## config.mk

```make
export PLATFORM = sky130hd
export DESIGN_NAME = if_id_queue_flat
export DESIGN_NICKNAME = d
export VERILOG_FILES = /design/src/rtl/if_id_queue_pkg.sv /design/src/rtl/if_id_queue_if.sv /design/src/rtl/if_id_fifo_mem.sv /design/src/rtl/if_id_queue.sv /design/src/flat_wrapper.sv
export SDC_FILE = /design/constraint.sdc
export NUM_CORES = 1
export LEC_CHECK = 0
export ABC_CLOCK_PERIOD_IN_PS = 8250
export CAP_MARGIN = 20
export CORE_UTILIZATION = 44
export DETAILED_ROUTE_END_ITERATION = 10
export GPL_ROUTABILITY_DRIVEN = 0
export PLACE_DENSITY_LB_ADDON = 0.1
export REMOVE_ABC_BUFFERS = 1
export SLEW_MARGIN = 15
export SYNTH_ARGS = -nofsm -noshare
export SYNTH_HDL_FRONTEND = slang
export SYNTH_SLANG_ARGS = --single-unit
export TNS_END_PERCENT = 1
```

## constraint.sdc

```tcl
create_clock -name CLK -period 8.25 [get_ports CLK]
set_input_delay 2.0625 -clock CLK [delete_from_list [all_inputs] [get_ports CLK]]
set_output_delay 2.0625 -clock CLK [all_outputs]
set_load 0.02 [all_outputs]
```

## src/rtl/if_id_queue_pkg.sv

```systemverilog
// Shared pipeline package for the IF/ID boundary.
// Holds the datapath width, the NOP encoding shown to the decoder when
// nothing is queued, and the packed entry type that the ID stage reuses.
package if_id_queue_pkg;

    localparam int XLEN = 32;
    localparam logic [XLEN-1:0] NOP = 32'h0000_0000;

    typedef struct packed {
        logic [XLEN-1:0] pc;
        logic [XLEN-1:0] pc_plus4;
        logic [XLEN-1:0] instr;
    } if_id_entry_t;

    // Pointer width for a circular buffer of the given depth.
    function automatic int ptr_width(input int depth);
        return (depth > 1) ? $clog2(depth) : 1;
    endfunction

endpackage

```

## src/rtl/if_id_queue_if.sv

```systemverilog
// Handshake bundle between the fetch side, the queue and the decoder.
// Ports:
//   IF_Valid/IF_PC/IF_PcPlus4/IF_Instr : fetched triple, IF_Ready back-pressure
//   ID_Valid/ID_PC/ID_PcPlus4/ID_Instr : head entry, ID_Ready consume strobe
//   Flush : discard all entries, Count : occupancy
// Modports: master = pipeline environment (fetch + decode), slave = queue.
interface if_id_queue_if #(
    parameter int DEPTH = 2
);
    import if_id_queue_pkg::*;

    logic                         IF_Valid;
    logic [XLEN-1:0]              IF_PC;
    logic [XLEN-1:0]              IF_PcPlus4;
    logic [XLEN-1:0]              IF_Instr;
    logic                         IF_Ready;
    logic                         ID_Valid;
    logic [XLEN-1:0]              ID_PC;
    logic [XLEN-1:0]              ID_PcPlus4;
    logic [XLEN-1:0]              ID_Instr;
    logic                         ID_Ready;
    logic                         Flush;
    logic [$clog2(DEPTH+1)-1:0]   Count;

    modport master (
        output IF_Valid, IF_PC, IF_PcPlus4, IF_Instr, ID_Ready, Flush,
        input  IF_Ready, ID_Valid, ID_PC, ID_PcPlus4, ID_Instr, Count
    );

    modport slave (
        input  IF_Valid, IF_PC, IF_PcPlus4, IF_Instr, ID_Ready, Flush,
        output IF_Ready, ID_Valid, ID_PC, ID_PcPlus4, ID_Instr, Count
    );

endinterface

```

## src/rtl/if_id_fifo_mem.sv

```systemverilog
// DEPTH x entry register array: one synchronous write port, one
// asynchronous read port. No reset; contents change only on write.
// Ports:
//   clk_i   : rising-edge clock
//   we_i    : write enable
//   waddr_i : write index, wdata_i : entry to store
//   raddr_i : read index,  rdata_o : entry at raddr_i (combinational)
module if_id_fifo_mem
    import if_id_queue_pkg::*;
#(
    parameter int DEPTH = 2,
    parameter int PW    = ptr_width(DEPTH)
) (
    input  logic         clk_i,
    input  logic         we_i,
    input  logic [PW-1:0] waddr_i,
    input  if_id_entry_t wdata_i,
    input  logic [PW-1:0] raddr_i,
    output if_id_entry_t rdata_o
);

    if_id_entry_t mem_q [DEPTH];

    always_ff @(posedge clk_i) begin
        if (we_i) begin
            mem_q[waddr_i] <= wdata_i;
        end
    end

    // Asynchronous read so a pushed entry is visible right after its edge.
    assign rdata_o = mem_q[raddr_i];

endmodule

```

## src/rtl/if_id_queue.sv

```systemverilog
// Two-entry (DEPTH) instruction queue between IF and ID.
// Captures {PC, PC+4, instr} on a valid/ready handshake, presents the head
// to the decoder, and empties on Flush. IF_Ready depends on state only, so
// it can drive the PC enable without a path from ID_Ready.
// Ports:
//   CLK   : rising-edge clock
//   Reset : asynchronous active-high reset (pointers and count only)
//   bus   : slave side of if_id_queue_if (IF_*, ID_*, Flush, Count)
module if_id_queue
    import if_id_queue_pkg::*;
#(
    parameter int              DEPTH = 2,
    parameter logic [XLEN-1:0] NOP   = if_id_queue_pkg::NOP
) (
    input  logic          CLK,
    input  logic          Reset,
    if_id_queue_if.slave  bus
);

    localparam int PW = ptr_width(DEPTH);
    localparam int CW = $clog2(DEPTH + 1);

    logic [PW-1:0] wp_q, wp_d;
    logic [PW-1:0] rp_q, rp_d;
    logic [CW-1:0] cnt_q, cnt_d;

    logic         if_ready;
    logic         id_valid;
    logic         push;
    logic         pop;
    if_id_entry_t wr_entry;
    if_id_entry_t rd_entry;

    assign if_ready = (cnt_q != CW'(DEPTH));
    assign id_valid = (cnt_q != '0);
    assign push     = bus.IF_Valid & if_ready;
    assign pop      = id_valid & bus.ID_Ready;

    assign wr_entry = '{pc: bus.IF_PC, pc_plus4: bus.IF_PcPlus4, instr: bus.IF_Instr};

    always_comb begin
        wp_d  = wp_q;
        rp_d  = rp_q;
        cnt_d = cnt_q;
        if (bus.Flush) begin
            // Flush wins over any push/pop in the same cycle.
            wp_d  = '0;
            rp_d  = '0;
            cnt_d = '0;
        end else begin
            if (push) wp_d = wp_q + PW'(1);
            if (pop)  rp_d = rp_q + PW'(1);
            if (push && !pop)      cnt_d = cnt_q + CW'(1);
            else if (pop && !push) cnt_d = cnt_q - CW'(1);
        end
    end

    always_ff @(posedge CLK or posedge Reset) begin
        if (Reset) begin
            wp_q  <= '0;
            rp_q  <= '0;
            cnt_q <= '0;
        end else begin
            wp_q  <= wp_d;
            rp_q  <= rp_d;
            cnt_q <= cnt_d;
        end
    end

    // A push discarded by Flush never reaches the array.
    if_id_fifo_mem #(
        .DEPTH (DEPTH),
        .PW    (PW)
    ) u_mem (
        .clk_i   (CLK),
        .we_i    (push & ~bus.Flush),
        .waddr_i (wp_q),
        .wdata_i (wr_entry),
        .raddr_i (rp_q),
        .rdata_o (rd_entry)
    );

    // Empty queue shows a bubble, never stale array contents.
    assign bus.IF_Ready   = if_ready;
    assign bus.ID_Valid   = id_valid;
    assign bus.ID_PC      = id_valid ? rd_entry.pc       : '0;
    assign bus.ID_PcPlus4 = id_valid ? rd_entry.pc_plus4 : '0;
    assign bus.ID_Instr   = id_valid ? rd_entry.instr    : NOP;
    assign bus.Count      = cnt_q;

endmodule

```

## src/flat_wrapper.sv

```systemverilog
// flat-port wrapper written by rule: the top's interface ports become plain ports
module if_id_queue_flat import if_id_queue_pkg::*;
#(
    parameter int              DEPTH = 2,
    parameter logic [XLEN-1:0] NOP   = if_id_queue_pkg::NOP
)
  (CLK, Reset, bus_IF_Valid, bus_IF_PC, bus_IF_PcPlus4, bus_IF_Instr, bus_ID_Ready, bus_Flush, bus_IF_Ready, bus_ID_Valid, bus_ID_PC, bus_ID_PcPlus4, bus_ID_Instr, bus_Count);
  if_id_queue_if #(.DEPTH(DEPTH)) bus_i ();
  input  logic CLK;
  input  logic Reset;
  input wire logic [$bits(bus_i.IF_Valid)-1:0] bus_IF_Valid;
  input wire logic [$bits(bus_i.IF_PC)-1:0] bus_IF_PC;
  input wire logic [$bits(bus_i.IF_PcPlus4)-1:0] bus_IF_PcPlus4;
  input wire logic [$bits(bus_i.IF_Instr)-1:0] bus_IF_Instr;
  input wire logic [$bits(bus_i.ID_Ready)-1:0] bus_ID_Ready;
  input wire logic [$bits(bus_i.Flush)-1:0] bus_Flush;
  output wire logic [$bits(bus_i.IF_Ready)-1:0] bus_IF_Ready;
  output wire logic [$bits(bus_i.ID_Valid)-1:0] bus_ID_Valid;
  output wire logic [$bits(bus_i.ID_PC)-1:0] bus_ID_PC;
  output wire logic [$bits(bus_i.ID_PcPlus4)-1:0] bus_ID_PcPlus4;
  output wire logic [$bits(bus_i.ID_Instr)-1:0] bus_ID_Instr;
  output wire logic [$bits(bus_i.Count)-1:0] bus_Count;
  assign bus_i.IF_Valid = bus_IF_Valid;
  assign bus_i.IF_PC = bus_IF_PC;
  assign bus_i.IF_PcPlus4 = bus_IF_PcPlus4;
  assign bus_i.IF_Instr = bus_IF_Instr;
  assign bus_i.ID_Ready = bus_ID_Ready;
  assign bus_i.Flush = bus_Flush;
  assign bus_IF_Ready = bus_i.IF_Ready;
  assign bus_ID_Valid = bus_i.ID_Valid;
  assign bus_ID_PC = bus_i.ID_PC;
  assign bus_ID_PcPlus4 = bus_i.ID_PcPlus4;
  assign bus_ID_Instr = bus_i.ID_Instr;
  assign bus_Count = bus_i.Count;
  if_id_queue #(.DEPTH(DEPTH), .NOP(NOP)) u_core (.CLK(CLK), .Reset(Reset), .bus(bus_i));
endmodule
```

==> impl_metrics.csv, run 1 <==
group,metric,value,unit
cts,cts_hold_buf,0,
sta,hold_violations,0,
floorplan,die_x,132.4,um
placed_design,post-dp-hpwl,9144,um
worst_setup_path,critPathRequiredTime,6.19,ns
worst_setup_path,cp-start-kind,"register",
cts,ctsResizeCount,0,
final_layout,nets,738,
routing,drtIter0Drc,278,
final_layout,drive_gt1_frac,0.06769,
power_and_ir_drop,p_leak,3.345,nW
placed_design,post_dp_cell_area,0.009669,sq mm
final_layout,design_area,0.01021,sq mm
placed_design,dp.cells,838,
synthesis,yosysWarnings,0,
final_layout,n_fill_cell,1264,
synthesis,post_synth_num_cell_types,22,
sta,finClkSkew,0.004813,ns
worst_setup_path,crit_path_end_kind,"output port",
global_route,gr-total-overflow,0,
synthesis,synth_area,0.007486,sq mm
sta,fin_crit_sh,0.6471,
global_route,grt_start_max_net_pins,75,
routing,dr.pass1.iters,5,
floorplan,die-area,0.01754,sq mm
final_layout,diodes,0,
placed_design,port-buffer-count,200,
sta,final_max_slew_viol_count,0,
cts,cts_tree,"built",
synthesis,ys_seq_area_frac,0.7836,
synthesis,avgSynthCellArea,17.29,sq um
routing,drt-total-wl,14800,um
cts,clock-sinks,196,
sta,max-slew-margin-rel,0.3176,
routing,dr_total_vias,4221,
synthesis,yosysTopAreaCellShare,0.7702,
sta,setup_violations,0,
floorplan,coreArea,0.01658,sq mm
final_layout,syn_to_final_growth,36.45,%
synthesis,ys_ff_latch,196,
cts,post_cts_buffers,0,
synthesis,synth_area_leaders,"edfxtp_1 (77%), mux2i_1 (13%), nor2_1 (4.9%)",
routing,wire_per_inst,17.01,um
worst_setup_path,slowest_stage,"dfrtp_4",
global_route,antenna_found_initial,0,
cts,clk_pin_slew_worst_paths,0.07,ns
sta,max_clock_freq,187.3,MHz
routing,vias_per_cell,4.852,
power_and_ir_drop,power_density,217.2,mW/mm^2
global_route,track_usage,0.1745,
worst_setup_path,arrival,3.28,ns
power_and_ir_drop,vdd_drop_max,148.6,uV
worst_hold_path,worstHoldPathType,"reg -> reg",
sta,worst_hold_slack,0.6150,ns
final_layout,instances_no_fill,870,
floorplan,die_y,132.4,um
cts,cts_buffers,17,
worst_setup_path,cp_num_buf_inv,2,
worst_setup_path,cp_cell_sequence,"buf_4 > mux2i_1 > nor2_1 > clkdlybuf4s50_1",
floorplan,placement_rows,47,
sta,worst_pin_slew,1.024,ns
sta,post-route-min-period,5.339,ns
worst_setup_path,worst-path-max-fanout,58,
global_route,grt_pass1_wl,22850,um
cts,clock_latency,0.43,ns
job,cap_violations,0,
sta,rsz0062_at_grt,"false",
worst_setup_path,critPathTopFamily,"buffers and inverters",
cts,cts_root_buf,"clkbuf_16",
cts,clock_path_buffers,2,
worst_setup_path,worst_path_largest_cell_delay,1.09,ns
floorplan,num_io_pins,201,
cts,cts_max_level,4,
run_status,status,"completed",
final_layout,multiInputGateArea,0.001463,sq mm
final_layout,seq_area,0.005869,sq mm
synthesis,yosys.area.top_type,"edfxtp_1",
floorplan,start_util,0.4514,
synthesis,synthCells,433,
worst_setup_path,critical_path_class,"reg -> out",
routing,drc,0,
global_route,grt_pass1_vias,4386,
routing,antenna_left,0,
==> placed cells by master, fill, tap and decap left out, types with 4 or more instances in the layout <==
cell type / instances
inv_6: 7
mux2i_1: 97
buf_4: 6
clkdlybuf4s50_1: 200
nor2_1: 97
edfxtp_1: 192
a21oi_1: 4
clkbuf_16: 17
==> cell usage after synthesis <==
| cell type | count |
|---|---|
| a21o_1 | 1 |
| a21oi_1 | 4 |
| buf_2 | 6 |
| buf_4 | 11 |
| buf_6 | 4 |
| dfrtp_1 | 4 |
| edfxtp_1 | 192 |
| inv_1 | 3 |
| inv_2 | 1 |
| mux2i_1 | 97 |
| nand2_1 | 1 |
| nand3b_1 | 1 |
| nor2_1 | 97 |
| nor2_2 | 1 |
| nor2b_2 | 1 |
| nor3_1 | 1 |
| nor3b_1 | 2 |
| o211ai_1 | 1 |
| o21ai_0 | 2 |
| or2_0 | 1 |
| or3_1 | 1 |
| xor2_1 | 1 |
==> layer usage <==
| metal | GRT usage | up-vias | part of all wire |
|---|---|---|---|
| met4 | 0.07088 | 0 | 0.014 |
| met1 | 0.2224 | 2024 | 0.44 |
| met2 | 0.2763 | 166 | 0.47 |
| met3 | 0.05709 | 16 | 0.078 |
| met5 | 0 | - | 0 |
| li1 | - | 2015 | - |
==> report_power, final <==
group | switching (mW) | total [mW] | internal (mW)
Clock | 0.371 | 0.764 | 0.393
Sequential | 0.0228 | 1.16 | 1.13
Combinational | 0.148 | 0.297 | 0.149
==> worst paths after layout <==
path	startpoint	end	slack (ns)	cells after the start
min in group asynchronous	Reset	u_core.bus.Count[0]$_DFFE_PP0P_	1.85	2
max in group asynchronous	Reset	u_core.rp_q$_DFFE_PP0P_	6.20	2
hold reg to reg	u_core.wp_q$_DFFE_PP0P_	u_core.wp_q$_DFFE_PP0P_	0.62	2
setup / recovery	u_core.rp_q$_DFFE_PP0P_	bus_ID_PC[29]	2.91	4
setup reg to reg	u_core.bus.Count[1]$_DFFE_PP0P_	u_core.u_mem.mem_q[0][32]$_DFFE_PP_	6.01	5
hold / removal	u_core.wp_q$_DFFE_PP0P_	u_core.wp_q$_DFFE_PP0P_	0.62	2
==> logic make-up after synthesis <==
group                     share of synthesized area
buffers and inverters                       0.02306
DFF                                          0.7836
xor gates and xnor gates                   0.001170
and+or+nand+nor                             0.05649
muxes                                        0.1297
AOI/OAI and AO/OA                          0.006018
==> sequential cells by signal (all words and copies together) (netlist names) <==
signal	count
u_core.u_mem.mem_q	192
u_core.bus.Count	2
u_core.rp_q	1
u_core.wp_q	1
==> worst register-to-register path: stages (launching register included) <==
cell and delay (ns):
dfrtp_1 0.48, nor2b_2 0.22, inv_2 0.08, nand2_1 0.10
nor3_2 0.14, buf_4 0.78
==> layout make-up <==
cell class                      count  share of cell area
Inverter                            4            0.001470
Sequential cell                   196              0.5746
Timing Repair Buffer              206              0.2004
Tap cell                          220             0.02695
Clock inverter                     15             0.01176
Clock buffer                       17             0.04165
Multi-Input combinational cell    212              0.1432
==> stage by stage <==
stage | utilization | total power [mW] | setup TNS (ns) | worst slack, ns
final | 0.6160 | 2.218 | 0 | 2.911
after global routing | 0.6160 | 2.293 | 0 | 2.728
after CTS | 0.6160 | 2.240 | 0 | 2.824
after detailed placement | 0.5831 | 1.479 | 0 | 3.317
after global placement | 0.5831 | 1.474 | 0 | 3.324
after floorplan | - | 1.334 | -244.64 | -1.518
Note: power is estimated with default switching activity, not from simulation.
==> run 2: changes to the inputs <==
- ABC_CLOCK_PERIOD_IN_PS: 8250 -> 5280
- CORE_UTILIZATION: 44 -> 48
- clock period: 8.25 -> 5.28 ns (I/O delays scaled with it)
==> run 2 against run 1 <==
  * Wire length decreased by 2.1%
  * Non-clock buffer count grew 1
  * Die area is 8.2% lower
  * Critical path type unchanged
==> impl_metrics.csv, run 2 (synthesized netlist as in run 1, its figures left out) <==
group,metric,value,unit
run_status,status,"completed",
sta,worst_pin_slew,0.9261,ns
routing,drc,0,
global_route,grt_pass1_vias,4305,
sta,max-slew-margin-rel,0.3826,
final_layout,largest_reg_flops,192,
cts,cts_hold_buf,0,
final_layout,nets,739,
routing,drtIter0Drc,257,
power_and_ir_drop,power,3.609,mW
worst_setup_path,worst-path-max-fanout,48,
final_layout,syn_to_final_growth,37.29,%
cts,cts_max_level,4,
final_layout,top_register,"u_core.u_mem.mem_q",
floorplan,coreArea,0.01520,sq mm
sta,setup_violations,0,
routing,wire_per_inst,17.27,um
cts,post_cts_buffers,0,
floorplan,die_y,126.9,um
cts,clock_latency,0.43,ns
sta,worst_hold_slack,0.5898,ns
sta,setup_slack,1.226,ns
cts,cts_buffers,17,
global_route,track_usage,0.1898,
worst_setup_path,cp-start-kind,"register",
global_route,grtUsageMet2,0.3016,
routing,dr_total_vias,4222,
sta,max_clock_freq,246.7,MHz
sta,fin_crit_sh,0.7678,
final_layout,instances_no_fill,839,
floorplan,die-area,0.01610,sq mm
routing,drt-total-wl,14490,um
global_route,gr-total-overflow,0,
power_and_ir_drop,swShare,0.2249,
global_route,use_met1,0.2338,
power_and_ir_drop,p_leak,3.379,nW
sta,finClkSkew,0.006004,ns
cts,clock-sinks,196,
power_and_ir_drop,clkPwrFrac,0.370,
placed_design,place_ws,1.648,ns
final_layout,diodes,0,
global_route,grt_start_max_net_pins,68,
placed_design,post-dp-hpwl,8898,um
cts,clk_pin_slew_worst_paths,0.07,ns
power_and_ir_drop,vdd_drop_max,226.1,uV
worst_setup_path,critical_path_class,"reg -> out",
routing,vias_per_cell,5.032,
worst_setup_path,arrival,2.73,ns
cts,clock_path_buffers,2,
sta,final_max_slew_viol_count,0,
routing,antenna_left,0,
floorplan,placement_rows,45,
placed_design,port-buffer-count,200,
global_route,met3_usage,0.07592,
floorplan,start_util,0.4924,
power_and_ir_drop,comb_power_share,0.131,
worst_setup_path,crit_path_end_kind,"output port",
sta,rsz0062_at_grt,"false",
power_and_ir_drop,seqPwrFrac,0.500,
worst_setup_path,critPathRequiredTime,3.96,ns
placed_design,dp.cells,807,
global_route,antenna_found_initial,1,
sta,post-route-min-period,4.054,ns
cts,cts_root_buf,"clkbuf_16",
final_layout,drive_gt1_frac,0.06759,
final_layout,layout_commonest_cell,"clkdlybuf4s50_1",
job,cap_violations,0,
worst_hold_path,worstHoldPathType,"reg -> reg",
final_layout,n_fill_cell,1048,
power_and_ir_drop,intPower,2.798,mW
routing,dr.pass1.iters,4,
floorplan,die_x,126.9,um
power_and_ir_drop,p_switching,0.8118,mW
cts,ctsResizeCount,0,
cts,cts_tree,"built",
floorplan,num_io_pins,201,
power_and_ir_drop,power_density,351.2,mW/mm^2
global_route,grt_pass1_wl,22520,um
global_route,top_usage_layer,"met2",
sta,hold_violations,0,
final_layout,final_cell_mix,"clkdlybuf4s50_1 (200), edfxtp_1 (192), nor2_1 (97), mux2i_1 (97), clkbuf_16 (17)",
## run 2: cell types whose count changed in the layout (fill, tap and decap cells not counted), sizes merged
cell / previous run / this run
buf: 6 / 7
bufinv: 0 / 4
clkbuf: 17 / 18
inv: 12 / 4
clkinvlp: 2 / 5
## run 2: worst max-delay path, stage by stage (launching register included)
cell and delay, ns:
dfrtp_4 1.00, buf_4 0.40, mux2i_1 0.26, nor2_1 0.06
clkdlybuf4s50_1 0.56
## run 2: cell type report
class	instances	area, sq um	share of cell area
sequential	196	5869	0.5711
timing repair buffer	207	2079	0.2023
multi-input combinational	212	1463	0.1423
clock buffer	18	429.2	0.04176
tap	188	235.2	0.02289
clock inverter	14	186.4	0.01814
inverter	4	15.01	0.001461
## run 2: stage by stage
step / util / instance area (sq um) / setup TNS (ns)
2_1_floorplan: - / 7328 / -672.32
3_3_place_gp: 0.6356 / 9662 / 0
3_5_place_dp: 0.6356 / 9662 / 0
4_1_cts: 0.6760 / 10280 / 0
5_1_grt: 0.6760 / 10280 / 0
6_report: 0.6760 / 10280 / 0
## run 2: final timing paths
check                                                     start                                   to  slack, ns  depth (start not counted)
min in group asynchronous                                 Reset      u_core.bus.Count[0]$_DFFE_PP0P_       1.07                          2
worst max-delay path                    u_core.rp_q$_DFFE_PP0P_                        bus_ID_PC[17]       1.23                          4
worst max register to register  u_core.bus.Count[1]$_DFFE_PP0P_  u_core.u_mem.mem_q[1][22]$_DFFE_PP_       3.08                          5
worst min-delay path                    u_core.wp_q$_DFFE_PP0P_              u_core.wp_q$_DFFE_PP0P_       0.59                          2
worst min register to register          u_core.wp_q$_DFFE_PP0P_              u_core.wp_q$_DFFE_PP0P_       0.59                          2
max in group asynchronous                                 Reset              u_core.rp_q$_DFFE_PP0P_       4.03                          2
## run 2: routing by layer
metal / part of all wire / up-vias
met5: 0 / -
met4: 0.016 / 0
met3: 0.082 / 21
met2: 0.47 / 150
met1: 0.43 / 2038
li1: - / 2013
## run 2: power groups by stage
| stage | Sequential, mW | Combinational (mW) | Clock (mW) |
|---|---|---|---|
| 3_5_place_dp | 1.84 | 0.476 | 0 |
| 2_1_floorplan | 1.86 | 0.229 | 0 |
| 3_3_place_gp | 1.84 | 0.469 | 0 |
| 5_1_grt | 1.81 | 0.504 | 1.43 |
| 4_1_cts | 1.80 | 0.479 | 1.37 |
| 6_report | 1.80 | 0.471 | 1.33 |
